`config.mk`:
```
export PLATFORM = sky130hd
export DESIGN_NAME = regfile_multiport
export DESIGN_NICKNAME = d
export VERILOG_FILES = /design/src/rtl/regfile_pkg.sv /design/src/rtl/regfile_scoreboard.sv /design/src/rtl/regfile_multiport.sv
export SDC_FILE = /design/constraint.sdc
export NUM_CORES = 2
export LEC_CHECK = 0
export ABC_AREA = 0
export CORE_MARGIN = 2
export CORE_UTILIZATION = 63
export DETAILED_ROUTE_END_ITERATION = 6
export PLACE_DENSITY = 0.81
export RECOVER_POWER = 25
export SLEW_MARGIN = 20
export SYNTH_ARGS = -nofsm -noshare
export SYNTH_HDL_FRONTEND = slang
export SYNTH_SLANG_ARGS = --single-unit
export TNS_END_PERCENT = 1
```
`constraint.sdc`:
```
create_clock -name clk -period 50.6 [get_ports clk]
set_input_delay 10.12 -clock clk [delete_from_list [all_inputs] [get_ports clk]]
set_output_delay 10.12 -clock clk [all_outputs]
set_load 0.02 [all_outputs]
```
`src/rtl/regfile_pkg.sv`:
```
// Shared constants and types for the multiport integer register file.
package regfile_pkg;

  localparam int unsigned XLEN_DEF  = 32;
  localparam int unsigned NREGS_DEF = 32;
  localparam int unsigned AW_DEF    = $clog2(NREGS_DEF);

  localparam int unsigned ZERO_REG = 0;

  typedef logic [AW_DEF-1:0]   reg_addr_t;
  typedef logic [XLEN_DEF-1:0] reg_data_t;

endpackage

```
`src/rtl/regfile_scoreboard.sv`:
```
// Per-register busy scoreboard for in-flight writebacks, with a running busy count.
module regfile_scoreboard
  import regfile_pkg::*;
#(
  parameter int unsigned NREGS = NREGS_DEF,
  parameter int unsigned AW    = $clog2(NREGS)
) (
  input  logic             clk,
  input  logic             rst,
  input  logic             iss_en,
  input  logic [AW-1:0]    iss_addr,
  input  logic             wr_en,
  input  logic [AW-1:0]    wr_addr,
  output logic [NREGS-1:0] busy,
  output logic [AW:0]      busy_cnt
);

  localparam int unsigned CW = AW + 1;

  logic [NREGS-1:0] busy_d, busy_q;
  logic [AW:0]      busy_cnt_d, busy_cnt_q;
  logic             iss_ok, wr_ok, cnt_inc, cnt_dec;

  assign iss_ok = iss_en && (iss_addr != AW'(ZERO_REG));
  assign wr_ok  = wr_en && (wr_addr != AW'(ZERO_REG));

  // Issue beats writeback on the same register: the newer instruction still owns it.
  assign cnt_inc = iss_ok && !busy_q[iss_addr];
  assign cnt_dec = wr_ok && busy_q[wr_addr] && !(iss_ok && (iss_addr == wr_addr));

  always_comb begin
    busy_d = busy_q;
    for (int r = 1; r < NREGS; r++) begin
      if (iss_ok && (iss_addr == AW'(r))) begin
        busy_d[r] = 1'b1;
      end else if (wr_ok && (wr_addr == AW'(r))) begin
        busy_d[r] = 1'b0;
      end
    end
    busy_d[0] = 1'b0;
    busy_cnt_d = busy_cnt_q + CW'(cnt_inc) - CW'(cnt_dec);
  end

  always_ff @(posedge clk or posedge rst) begin
    if (rst) begin
      busy_q     <= '0;
      busy_cnt_q <= '0;
    end else begin
      busy_q     <= busy_d;
      busy_cnt_q <= busy_cnt_d;
    end
  end

  assign busy     = busy_q;
  assign busy_cnt = busy_cnt_q;

endmodule

```
`src/rtl/regfile_multiport.sv`:
```
// Parametrised integer register file: NRD combinational read ports, one write port,
// optional write-to-read bypass and a busy scoreboard for outstanding writebacks.
module regfile_multiport
  import regfile_pkg::*;
#(
  parameter int unsigned     XLEN      = XLEN_DEF,
  parameter int unsigned     NREGS     = NREGS_DEF,
  parameter int unsigned     NRD       = 2,
  parameter int unsigned     BYPASS    = 1,
  parameter logic [XLEN-1:0] RESET_VAL = '0,
  parameter int unsigned     AW        = $clog2(NREGS)
) (
  input  logic                clk,
  input  logic                rst,
  input  logic [NRD*AW-1:0]   rd_addr,
  output logic [NRD*XLEN-1:0] rd_data,
  output logic [NRD-1:0]      rd_busy,
  input  logic                wr_en,
  input  logic [AW-1:0]       wr_addr,
  input  logic [XLEN-1:0]     wr_data,
  input  logic                iss_en,
  input  logic [AW-1:0]       iss_addr,
  output logic [AW:0]         busy_cnt
);

  logic [XLEN-1:0]  regs_d [NREGS];
  logic [XLEN-1:0]  regs_q [NREGS];
  logic [NREGS-1:0] busy;

  always_comb begin
    regs_d = regs_q;
    if (wr_en && (wr_addr != AW'(ZERO_REG))) begin
      regs_d[wr_addr] = wr_data;
    end
  end

  // Entry 0 is reset to zero and never written, so it reads as zero regardless.
  always_ff @(posedge clk or posedge rst) begin
    if (rst) begin
      for (int i = 0; i < NREGS; i++) begin
        regs_q[i] <= (i == 0) ? '0 : RESET_VAL;
      end
    end else begin
      regs_q <= regs_d;
    end
  end

  regfile_scoreboard #(
    .NREGS (NREGS),
    .AW    (AW)
  ) u_scoreboard (
    .clk      (clk),
    .rst      (rst),
    .iss_en   (iss_en),
    .iss_addr (iss_addr),
    .wr_en    (wr_en),
    .wr_addr  (wr_addr),
    .busy     (busy),
    .busy_cnt (busy_cnt)
  );

  for (genvar k = 0; k < NRD; k++) begin : g_rd
    logic [AW-1:0] addr;
    logic          is_zero;
    logic          byp;

    assign addr    = rd_addr[k*AW +: AW];
    assign is_zero = (addr == AW'(ZERO_REG));
    assign byp     = (BYPASS != 0) && wr_en && (wr_addr == addr);

    assign rd_data[k*XLEN +: XLEN] = is_zero ? '0 : (byp ? wr_data : regs_q[addr]);
    // A forwarded write retires the pending writer as far as the reader is concerned.
    assign rd_busy[k] = !is_zero && busy[addr] && !byp;
  end

endmodule

```
==> metrics.yaml <==
yosysWarningCount: 0
slew_viol_final: 519
path_delay_family: "buffers and inverters"
setup_tns_ns: 0
cp_data_required_time_ns: 40.48
floorplan.core_area_um2: 90000
post_cts_buffers: 0
initial_utilization: 0.635
status: "finished with violations"
critical_path_peak_fanout: 25
cts-root-to-sink-buffers: 3
worst-slew-pin-transition_ns: 5.67
fin_hold_ws_ns: 0.398
clkSlewWorstSetupHoldPaths_ns: 0.06
ctsResizeCount: 0
detailedRoute.firstIterationViolations: 4360
timing.critical_path.from_type: "primary input"
ys_seq_area_frac: 0.464
cts_tree: "yes"
ys_seq_elements: 1061
routed_wire_length_per_instance_um: 34.6
grt_first_pass_wirelength_um: 253000
timing.critical_path.cells: "dlygate4sd3_1 > clkbuf_1 > xnor2_1 > nand4_1 > o211ai_2 > inv_2 > buf_4 > a221o_1 > clkdlybuf4s50_1"
antenna_left: 0
antenna_found_initial: 4
design.die.area_um2: 93200
final.fill_count: 5772
largest_net_degree_at_the_start_of_global_routing: 187
detailed_place_hpwl_um: 91600
worst-setup-path-type: "in2out"
count_of_buffers_inserted_at_the_top_level_ports: 127
clock-sinks: 1061
slowest_stage: "sky130_fd_sc_hd__clkbuf_1"
setup-violations-final: 0
globalplace.congestion: 0.886
final_period_minus_worst_setup_slack_ns: 25.05
pin_count: 128
tritoncts_buffer_count: 110
holdBufCountCts: 0
overflow: 0
global_route_usage_sum: 0.368
final_nets: 3667
maximum_single_stage_delay_on_the_critical_path_ns: 1.09
max_cap_violations: 10
worst_clock_skew_ns: 0.0232
ys_async_sr_fraction: 1.00
irDropWorstVdd_uv: 28.7
p_per_area_nw_per_um2: 40.8
via_count: 37100
drcViolationCount: 0
number_of_placement_rows: 110
h-tree-depth: 3
post_route_cells_drive_above_1_share: 0.506
synth.distinct_cells: 50
crit_path_end_kind: "output port"
area_overhead_vs_synth_pct: 9.58
syn_nets: 3782
hold_path.class: "reg2reg"
slew_headroom: -2.80
insertion_delay_ns: 0.71
rsz0062_at_grt: "no"
synth.cell_area_um2: 57200
clock_tree.root_cell: "sky130_fd_sc_hd__clkbuf_16"
violations: "max-capacitance violations, max-slew violations"
syn-instance-count: 3719
width_of_the_die_um: 305
first_pass_iters: 6
timing_hold_violations_final: 0
synth_enable_flop_cells: 0
viasPerCell: 7.61
finalCritPeriodShare: 0.495
chipHeight_um: 305
cp_data_arrival_time_ns: 14.93
grt_pass1_vias: 38800
synth-main-ff-cell: "sky130_fd_sc_hd__dfrtp_1"
postSynthAreaPerCell_um2: 15.4
critical_path_buf_inv_count: 5
max_freq_mhz: 39.9
wirelength_um: 169000
power.leakage_nw: 26.6
==> path summary, 6_finish.rpt <==
kind	startpoint	to	slack [ns]	cells past startpoint
worst max-delay path	wr_addr[1]	rd_data[49]	25.55	9
worst min-delay path	regs_q[996]	regs_q[996]	0.40	0
worst max register to register	u_scoreboard.busy[31]	u_scoreboard.busy_cnt[4]	47.36	12
worst min register to register	regs_q[996]	regs_q[996]	0.40	0
max in group asynchronous	rst	regs_q[756]	31.59	5
min in group asynchronous	rst	regs_q[933]	11.62	2
==> placed cells by master (no fill, tap or decap), drive strengths merged, types with 15 or more instances in the layout <==
cell / Yosys / routed
nor2: 22 / 22
a22oi: 54 / 54
nand3: 28 / 28
clkbuf: 247 / 179
mux2i: 84 / 84
mux2: 996 / 996
dfrtp: 1061 / 1061
nand2: 30 / 30
nor3: 21 / 21
nor2b: 73 / 73
a21oi: 33 / 33
a221o: 27 / 27
xnor2: 15 / 15
inv: 17 / 18
buf: 188 / 90
a211oi: 73 / 73
o22ai: 42 / 42
clkinv: 0 / 23
clkdlybuf4s50: 0 / 100
mux4: 571 / 571
a22o: 44 / 44
o21ai: 29 / 29
==> final cells by class <==
| cell class | count | area, µm² | area share |
|---|---|---|---|
| well taps | 1176 | 1470 | 0.0235 |
| diodes | 3 | 7.51 | 0.000120 |
| clock buffers | 170 | 3380 | 0.0540 |
| repair buffers | 208 | 1880 | 0.0301 |
| clock inverters | 35 | 433 | 0.00691 |
| inverters | 17 | 65.1 | 0.00104 |
| flip-flops and latches | 1061 | 26600 | 0.424 |
| multi-input cells | 2206 | 28900 | 0.461 |
==> registers in the layout, indices dropped and copies added, names as in the netlist <==
register               cells
regs_q                  1024
u_scoreboard.busy         31
u_scoreboard.busy_cnt      6
==> where the power goes <==
part           switching, mW  total, mW  internal (mW)
registers              0.129       1.14           1.01
logic                  0.225      0.566          0.340
clock network          0.347      0.851          0.504
==> through the flow <==
| step | util | setup WS [ns] | cell area, µm² | std cells | total power [mW] |
|---|---|---|---|---|---|
| floorplan | - | 10.61 | 57200 | 3719 | 1.55 |
| global route | 0.696 | 25.52 | 62600 | 4875 | 2.65 |
| CTS | 0.697 | 26.13 | 62700 | 4872 | 2.56 |
| finish | 0.696 | 25.55 | 62700 | 4876 | 2.56 |
| global placement | 0.655 | 26.16 | 58900 | 4667 | 1.66 |
| detailed placement | 0.655 | 26.12 | 58900 | 4667 | 1.71 |
==> cell families after synthesis <==
family / Yosys count / synth area share
simple gates: 204 / 0.0194
xor+xnor: 19 / 0.00291
mux: 1651 / 0.436
compound gates: 325 / 0.0418
buf+inv: 452 / 0.0341
fa+ha+maj: 7 / 0.00166
flops: 1061 / 0.464
==> layer usage <==
| metal | vias up | share of wire | wire length [µm] | track usage |
|---|---|---|---|---|
| met5 | - | 0.00017 | 29 | 0 |
| met4 | 4 | 0.062 | 10500 | 0.196 |
| li1 | 14300 | - | - | - |
| met3 | 641 | 0.10 | 17300 | 0.0914 |
| met2 | 2350 | 0.47 | 79100 | 0.570 |
| met1 | 19800 | 0.37 | 61700 | 0.487 |
==> cell usage after synthesis (all sizes together) (30+ instances only) <==
cell type  count  area share
nand2         30      0.0020
buf          188       0.017
mux2         996        0.20
mux2i         84       0.015
o22ai         42      0.0046
a22oi         54      0.0071
dfrtp       1061        0.46
a21oi         33      0.0029
mux4         571        0.22
clkbuf       247       0.016
nor2b         73      0.0080
a22o          44      0.0067
a211oi        73      0.0096
==> worst reg2reg max path: stages, from the launching register on <==
cell,delay [ns]
sky130_fd_sc_hd__dfrtp_1,0.42
sky130_fd_sc_hd__mux4_2,0.52
sky130_fd_sc_hd__mux4_2,0.49
sky130_fd_sc_hd__mux2i_1,0.19
sky130_fd_sc_hd__nor2_1,0.09
sky130_fd_sc_hd__ha_1,0.28
sky130_fd_sc_hd__inv_1,0.04
sky130_fd_sc_hd__ha_1,0.21
sky130_fd_sc_hd__fa_1,0.45
sky130_fd_sc_hd__a21oi_1,0.17
sky130_fd_sc_hd__nor2_1,0.05
sky130_fd_sc_hd__nor2_1,0.12
sky130_fd_sc_hd__xnor2_1,0.14
No activity file was read; power rests on OpenSTA's default activity.
